[config.mk]
export PLATFORM = sky130hd
export DESIGN_NAME = uart_program_loader
export DESIGN_NICKNAME = d
export VERILOG_FILES = /design/src/rtl/uart_program_loader.sv
export SDC_FILE = /design/constraint.sdc
export NUM_CORES = 1
export LEC_CHECK = 0
export CAP_MARGIN = 20
export CORE_ASPECT_RATIO = 0.5
export CORE_MARGIN = 3
export CORE_UTILIZATION = 35
export DETAILED_ROUTE_END_ITERATION = 6
export DONT_BUFFER_PORTS = 1
export GPL_ROUTABILITY_DRIVEN = 0
export GPL_TIMING_DRIVEN = 1
export PLACE_DENSITY = 0.52
export SLEW_MARGIN = 20
export SYNTH_ARGS = -nofsm -noshare
export SYNTH_HDL_FRONTEND = slang
export SYNTH_SLANG_ARGS = --single-unit
[constraint.sdc]
create_clock -name clk -period 6.2 [get_ports clk]
set_input_delay 1.24 -clock clk [delete_from_list [all_inputs] [get_ports clk]]
set_output_delay 1.24 -clock clk [all_outputs]
set_load 0.05 [all_outputs]
[src/rtl/uart_program_loader.sv]
// ---------------------------------------------------------------------------
// uart_program_loader
//
// Sits behind the UART byte receiver and loads a program image into
// instruction memory. The byte stream is framed as:
//
//   SYNC_BYTE, CNT_LO, CNT_HI, N x (4 bytes, LSB first), CHK
//
// where N = {CNT_HI, CNT_LO} and CHK is the XOR of the two count bytes and
// every data byte. Each completed 32-bit word is written to memory right
// away with a one-cycle strobe. The CPU is held in reset from the moment a
// frame starts until a frame finishes with a matching checksum. Frames that
// are too large for the memory, stall between bytes, or carry a bad checksum
// raise load_error and leave the CPU in reset.
//
// Parameters
//   ADDR_W        word-address width; largest image is 2**ADDR_W words
//   TIMEOUT_CLKS  maximum clocks allowed between bytes inside a frame
//   SYNC_BYTE     frame start marker
//
// Ports
//   clk            single clock, rising edge
//   rst            synchronous active-high reset
//   byte_received  one-cycle pulse, rx_byte valid in that cycle
//   rx_byte        received byte
//   mem_we         one-cycle instruction-memory write strobe
//   mem_addr       word address of the write (held until the next write)
//   mem_wdata      write data (held until the next write)
//   cpu_reset      high while the CPU must stay in reset
//   load_done      sticky: last frame completed with a good checksum
//   load_error     sticky: last frame failed
// ---------------------------------------------------------------------------
module uart_program_loader #(
  parameter int          ADDR_W       = 10,
  parameter int          TIMEOUT_CLKS = 434000,
  parameter logic [7:0]  SYNC_BYTE    = 8'hA5
) (
  input  logic              clk,
  input  logic              rst,
  input  logic              byte_received,
  input  logic [7:0]        rx_byte,
  output logic              mem_we,
  output logic [ADDR_W-1:0] mem_addr,
  output logic [31:0]       mem_wdata,
  output logic              cpu_reset,
  output logic              load_done,
  output logic              load_error
);

  typedef enum logic [2:0] {
    ST_SYNC,
    ST_CNT_LO,
    ST_CNT_HI,
    ST_DATA,
    ST_CHECK,
    ST_DONE,
    ST_ERROR
  } state_t;

  // Word counts are compared one bit wider than the count field so that
  // 2**ADDR_W itself is representable for any ADDR_W up to 16.
  localparam logic [16:0] MAX_WORDS    = 17'(2 ** ADDR_W);
  localparam logic [31:0] TIMEOUT_LAST = 32'(TIMEOUT_CLKS - 1);

  state_t              state;
  state_t              next_state;

  logic [7:0]          cnt_lo;
  logic [ADDR_W-1:0]   last_idx;
  logic [ADDR_W-1:0]   word_idx;
  logic [1:0]          lane;
  logic [23:0]         shift_data;
  logic [7:0]          chk_acc;
  logic [31:0]         idle_cnt;

  logic [15:0]         count_in;
  logic                counting;
  logic                timeout;
  logic                is_sync;

  logic                start_frame;
  logic                latch_lo;
  logic                start_data;
  logic                take_data;
  logic                acc_byte;
  logic                do_write;
  logic                set_done;
  logic                set_error;

  // Full word count as seen while the high count byte is on rx_byte.
  assign count_in = {rx_byte, cnt_lo};

  // The inter-byte timer only runs while a frame is in progress. A byte in
  // the same cycle as an expiring timer takes priority.
  assign counting = (state == ST_CNT_LO) || (state == ST_CNT_HI) ||
                    (state == ST_DATA)   || (state == ST_CHECK);
  assign timeout  = counting && !byte_received && (idle_cnt >= TIMEOUT_LAST);
  assign is_sync  = byte_received && (rx_byte == SYNC_BYTE);

  // State register.
  always_ff @(posedge clk) begin
    if (rst) begin
      state <= ST_SYNC;
    end else begin
      state <= next_state;
    end
  end

  // Next-state logic and the control strobes that drive the datapath.
  always_comb begin
    next_state  = state;
    start_frame = 1'b0;
    latch_lo    = 1'b0;
    start_data  = 1'b0;
    take_data   = 1'b0;
    acc_byte    = 1'b0;
    do_write    = 1'b0;
    set_done    = 1'b0;
    set_error   = 1'b0;

    case (state)
      // Idle and loaded states behave identically on a sync byte, so a
      // reload after a good frame puts the CPU straight back into reset.
      ST_SYNC, ST_DONE: begin
        if (is_sync) begin
          start_frame = 1'b1;
          next_state  = ST_CNT_LO;
        end
      end

      ST_CNT_LO: begin
        if (byte_received) begin
          latch_lo   = 1'b1;
          acc_byte   = 1'b1;
          next_state = ST_CNT_HI;
        end else if (timeout) begin
          next_state = ST_ERROR;
        end
      end

      ST_CNT_HI: begin
        if (byte_received) begin
          acc_byte = 1'b1;
          if ({1'b0, count_in} > MAX_WORDS) begin
            next_state = ST_ERROR;
          end else if (count_in == 16'd0) begin
            next_state = ST_CHECK;
          end else begin
            start_data = 1'b1;
            next_state = ST_DATA;
          end
        end else if (timeout) begin
          next_state = ST_ERROR;
        end
      end

      ST_DATA: begin
        if (byte_received) begin
          take_data = 1'b1;
          acc_byte  = 1'b1;
          if (lane == 2'd3) begin
            do_write = 1'b1;
            if (word_idx == last_idx) begin
              next_state = ST_CHECK;
            end
          end
        end else if (timeout) begin
          next_state = ST_ERROR;
        end
      end

      ST_CHECK: begin
        if (byte_received) begin
          if (rx_byte == chk_acc) begin
            set_done   = 1'b1;
            next_state = ST_DONE;
          end else begin
            next_state = ST_ERROR;
          end
        end else if (timeout) begin
          next_state = ST_ERROR;
        end
      end

      // Single-cycle state: flag the failure and go back to hunting for sync.
      ST_ERROR: begin
        set_error  = 1'b1;
        next_state = ST_SYNC;
      end

      default: begin
        next_state = ST_SYNC;
      end
    endcase
  end

  // Datapath: count/word tracking, word assembly, checksum, timer and the
  // registered outputs.
  always_ff @(posedge clk) begin
    if (rst) begin
      mem_we     <= 1'b0;
      mem_addr   <= '0;
      mem_wdata  <= '0;
      cpu_reset  <= 1'b1;
      load_done  <= 1'b0;
      load_error <= 1'b0;
      cnt_lo     <= '0;
      last_idx   <= '0;
      word_idx   <= '0;
      lane       <= '0;
      shift_data <= '0;
      chk_acc    <= '0;
      idle_cnt   <= '0;
    end else begin
      mem_we <= do_write;

      // Lanes 0..2 sit in shift_data; lane 3 comes straight off rx_byte.
      if (do_write) begin
        mem_addr  <= word_idx;
        mem_wdata <= {rx_byte, shift_data};
      end

      if (start_frame) begin
        chk_acc    <= '0;
        load_done  <= 1'b0;
        load_error <= 1'b0;
        cpu_reset  <= 1'b1;
      end else if (acc_byte) begin
        chk_acc <= chk_acc ^ rx_byte;
      end

      if (latch_lo) begin
        cnt_lo <= rx_byte;
      end

      // N is at least 1 here and at most 2**ADDR_W, so N-1 fits the
      // word index exactly and addresses never wrap.
      if (start_data) begin
        last_idx <= ADDR_W'(count_in - 16'd1);
        word_idx <= '0;
        lane     <= '0;
      end

      if (take_data) begin
        lane       <= lane + 2'd1;
        shift_data <= {rx_byte, shift_data[23:8]};
        if (do_write) begin
          word_idx <= word_idx + 1'b1;
        end
      end

      if (set_done) begin
        load_done <= 1'b1;
        cpu_reset <= 1'b0;
      end

      if (set_error) begin
        load_error <= 1'b1;
        cpu_reset  <= 1'b1;
      end

      // Saturating inter-byte timer; held at zero outside a frame.
      if (!counting || byte_received) begin
        idle_cnt <= '0;
      end else if (idle_cnt != 32'hFFFF_FFFF) begin
        idle_cnt <= idle_cnt + 32'd1;
      end
    end
  end

endmodule

After elaboration in Yosys (flattened, before gate mapping)
Index checks and enable logic that the tools add are counted.
{"block": "op_classes", "addsub": 4, "n_lt_le_gt_ge": 2, "eq_ne": 14, "n_mux": 39, "n_bitwise": 1, "reduce_logical": 20}
{"cell": "$add A32 B1 Y32 const B", "n": 1}
{"cell": "$ge A32 B19 Y1 const B", "n": 1}
{"cell": "$ne A32 B32 Y1 const B", "n": 1}
{"cell": "$mux W10", "n": 3}
{"cell": "$mux W3", "n": 10}
{"cell": "$mux W1", "n": 22}
{"cell": "$gt A16 B11 Y1 const B", "n": 1}
{"cell": "$logic_not A16 Y1", "n": 1}
{"cell": "$pmux W3 S5", "n": 1}
{"cell": "$add A10 B1 Y10 const B", "n": 1}
{"cell": "$eq A10 B10 Y1", "n": 1}
{"cell": "$sub A10 B1 Y10 const B", "n": 1}
{"cell": "$eq A3 B3 Y1 const B", "n": 3}
{"cell": "$eq A8 B8 Y1", "n": 1}
{"cell": "$eq A8 B8 Y1 const B", "n": 1}
{"cell": "$reduce_or A2 Y1", "n": 4}
{"cell": "$xor A8 B8 Y8", "n": 1}
{"cell": "$eq A3 B2 Y1 const B", "n": 2}
{"cell": "$mux W2", "n": 3}
{"cell": "$ne A3 B2 Y1 const B", "n": 2}
{"cell": "$reduce_bool A2 Y1", "n": 3}
{"cell": "$logic_or A1 B1 Y1", "n": 4}
{"cell": "$eq A3 B1 Y1 const B", "n": 1}
{"cell": "$logic_and A1 B1 Y1", "n": 3}
{"cell": "7 further kinds", "n": 8}
{"block": "totals", "register_bits": 143, "input_bits": 11, "elab_cells": 94}

Depth between registers and ports, before layout
{"block": "logic_depth", "word_depth": 9, "mapped_depth": 8, "mapped_depth_nobuf": 8}

Least setup slack after synthesis
Ideal clock, no wire load.
{"block": "synth_timing", "path_type": "in2reg", "start": "input rx_byte[0]", "end": "register word_idx[5]", "arrival_time_ns": 2.859, "required_time_ns": 6.068, "slack_ns": 3.209, "path_stages": 7, "path_buffers": 1, "cell_sequence": "buf_2 nor4_2 nand4_1 a2111oi_4 nor2_1 o21ai_0 a21oi_1"}
{"block": "synth_between", "elab_chain_len": 8}
{"item": "start: declaration", "line_no": "41", "text": "input logic [7:0] rx_byte,"}
{"item": "parallel branches: the longest is 2 deep, another holds $gt A16 B11 Y1"}
{"item": "$mux W1 *", "line_no": "144", "text": "if ({1'b0, count_in} > MAX_WORDS) begin"}
{"item": "$mux W1 *", "line_no": "142", "text": "if (byte_received) begin"}
{"item": "$mux W1 *", "line_no": "121", "text": "case (state)"}
{"item": "$mux W10 *", "line_no": "238", "text": "if (start_data) begin"}
{"item": "$mux W10", "line_no": "247", "text": "if (do_write) begin"}
{"item": "$mux W10 *", "line_no": "244", "text": "if (take_data) begin"}
{"item": "end signal: assignment", "line_no": "248", "text": "word_idx <= word_idx + 1'b1;"}
{"item": "end: declaration", "line_no": "70", "text": "logic [ADDR_W-1:0] word_idx;"}
Every way passes the cells marked *.
A chain may end at the register's enable or synchronous reset.

Final worst setup path
{"block": "layout_timing", "start": "input byte_received", "end": "register word_idx[6]"}
{"block": "layout_between", "elab_chain_len": 5}
{"item": "start: declaration", "line_no": "40", "text": "input logic byte_received,"}
{"item": "$mux W1", "line_no": "142"}
{"item": "$mux W1", "line_no": "121"}
{"item": "$mux W10", "line_no": "238"}
{"item": "$mux W10", "line_no": "247"}
{"item": "$mux W10 *", "line_no": "244"}
Every way passes the cells marked *; elsewhere a longest branch is shown, timed or not.

==> out/results.tsv <==
stage	metric	value	unit
run_status	outcome	finished, final reports clean	
floorplanning	io_pins	57	
placed_design	port_buffers	0	
setup_path	path_cells	nor2b_1 > and3_1 > buf_4 > and2_2 > nor2_1 > o21ai_0 > a21oi_1	
placed_design	hpwl	9.23	mm
detailed_routing	dr.pass1.iters	5	
detailed_routing	drt_iter0_drc	305	
synthesis	synth_cells	777	
hold_path	hold_path_class	flip-flop to flip-flop	
synthesis	avgSynthCellArea	7.93	um2
synthesis	ys_warn_count	0	
setup_path	max_stage_delay	0.83	ns
cts	cts-hold-fix-buffers	0	
timing	finalCritPeriodShare	0.504	
floorplanning	dieArea	19300	um2
final_layout	fin_cells	996	
setup_path	worstPathArrival	3.43	ns
synthesis	netlist.area_leader.share	0.465	
detailed_routing	final_antenna_net_count	0	
timing	hold_viol	0	
timing	fmax	320	MHz
synthesis	syn-cell-area	6160	um2
cts	cts-resized-gates	0	
pwr	finalPower	0.00233	W
cts	clkLatencyLatePin	0.42	ns
final_layout	synthToLayoutAreaGrowth	13.2	%
placed_design	dp.cells	963	
cts	cts_root_buf	clkbuf_16	
synthesis	synth-seq-area-share	0.465	
synthesis	synth_edf_count	0	
synthesis	yosys-top-cells-count	184 x nand2_1, 143 x dfxtp_1, 104 x a21oi_1, 68 x nor2_1, 37 x clkbuf_1	
detailed_routing	wl_per_cell	14.5	um
synthesis	synth.most_common_cell	nand2_1	
floorplanning	die_x	194	um
synthesis	synth-seq-cells	143	
timing	min_period	3.12	ns
timing	whs	0.456	ns
cts	cts_tree	built	
final_layout	nNetsFinal	771	
grt	antenna_found_initial	0	
timing	tightest_slew	1.00	ns
synthesis	synth-main-ff-cell	dfxtp_1	
setup_path	required	6.51	ns
grt	overflow	0	
setup_path	critPathMaxFanout	51	
pwr	vdd_drop_max	0.195	mV
timing	rsz0062_at_grt	false	
detailed_routing	via_per_inst	5.17	
grt	grt_pass1_vias	4620	
grt	grt_pass1_wl	23.8	mm
final_layout	drive_gt1_frac	0.0585	
final_layout	diodes	0	
synthesis	synth.distinct_cells	44	
synthesis	yosysTopAreaCell	dfxtp_1	
synthesis	async_reset_ff_frac	0	
floorplanning	initial_core_util	0.367	
timing	tns	0	ns
cts	cts_made_buffers	17	
floorplanning	core-area	16800	um2
detailed_routing	wl	14.4	mm
cts	cts_setup_buffers	0	
pwr	power.density	335	nW/um2
pwr	leakage	2.24	nW
cts	cts_sinks	143	
setup_path	worstSetupPathType	input port to flip-flop	
cts	clkTransAtPathRegs	0.06	ns
setup_path	crit_path_top_delay_cell	and2_2	
timing	relSlewSlack	0.330	
run	cap_violations	0	
detailed_routing	route.detailed.drc	0	
cts	htree_levels	4	
floorplanning	rows	33	
synthesis	syn_nets	792	
cts	cts_max_path_buffers	2	
synthesis	synth_area_leaders	dfxtp_1 46%, nand2_1 11%, a21oi_1 8.4%	
timing	maxSlewViolCount	0	
grt	grt_usage	0.150	
floorplanning	die_h	99.8	um
setup_path	worst_setup_path_end_kind	flip-flop	
detailed_routing	via_count	5151	
timing	fin_skew	0.00951	ns
grt	grt_max_degree	107	
setup_path	crit_path_start_kind	input port	
timing	setup_viol	0	
## power by group
part,total (W),leakage (nW),internal [W],switching [W]
Combinational,0.000207,0.766,0.0000855,0.000121
Sequential,0.000980,1.15,0.000943,0.0000372
Clock,0.00115,0.321,0.000702,0.000444
Total,0.00233,2.24,0.00173,0.000602
## cells by family after synthesis
family,Yosys count,synth area share
AOI/OAI and AO/OA,149,0.137
xor gates and xnor gates,56,0.0796
adders and majority gates,4,0.00812
buffers and inverters,52,0.0329
DFF,143,0.465
muxes,1,0.00162
and+or+nand+nor,372,0.276
## cell type report
class	instances	area [um2]
Clock buffer	18	439
Clock inverter	14	219
Fill cell	1689	9830
Inverter	8	30.0
Multi-Input combinational cell	582	3100
Sequential cell	143	2860
Tap cell	227	284
Timing Repair Buffer	4	37.5
## registers in the layout, summed over array words and instances (netlist names)
| register | cells |
|---|---|
| mem_addr | 10 |
| cpu_reset | 1 |
| lane | 2 |
| shift_data | 24 |
| idle_cnt | 32 |
| state | 3 |
| word_idx | 10 |
| chk_acc | 8 |
| cnt_lo | 8 |
| load_error | 1 |
| load_done | 1 |
| last_idx | 10 |
| mem_we | 1 |
| mem_wdata | 32 |
## layout by cell type (no fill, tap or decap), drive strengths merged, types with 18 or more instances in the layout
| cell | netlist | layout |
|---|---|---|
| nand2 | 184 | 184 |
| dfxtp | 143 | 143 |
| a21oi | 104 | 104 |
| nor2 | 68 | 68 |
| xor2 | 29 | 29 |
| xnor2 | 27 | 27 |
| nand4 | 20 | 20 |
| nand3 | 19 | 19 |
| o21ai | 18 | 18 |
| clkbuf | 37 | 18 |
## per-layer routing
| layer | global-route usage | part of all wire | routed length [um] | vias up |
|---|---|---|---|---|
| li1 | - | - | - | 2619 |
| met1 | 0.204 | 0.51 | 7310 | 2439 |
| met2 | 0.230 | 0.44 | 6400 | 79 |
| met3 | 0.0463 | 0.041 | 587 | 14 |
| met4 | 0.0489 | 0.010 | 144 | 0 |
| met5 | 0 | 0 | 0 | - |
## critical path: cells and delay by family
| kind | cells | cell delay [ns] |
|---|---|---|
| and+or+nand+nor | 4 | 1.53 |
| AOI/OAI and AO/OA | 2 | 0.34 |
| buffers and inverters | 1 | 0.29 |
## final timing paths
check	start	end	slack (ns)	cells after the start
max	byte_received	word_idx[6]	3.08	7
min	shift_data[2]	shift_data[2]	0.46	2
max reg2reg	state[2]	word_idx[6]	3.41	7
min reg2reg	shift_data[2]	shift_data[2]	0.46	2
## per-stage QoR
step / setup slack [ns] / util / area (um2)
3_5_place_dp: 2.65 / 0.375 / 6300
6_report: 3.08 / 0.415 / 6970
2_1_floorplan: 3.21 / - / 6160
5_1_grt: 2.78 / 0.415 / 6970
4_1_cts: 3.09 / 0.414 / 6960
3_3_place_gp: 2.70 / 0.375 / 6300
(Power assumes the default switching activity.)
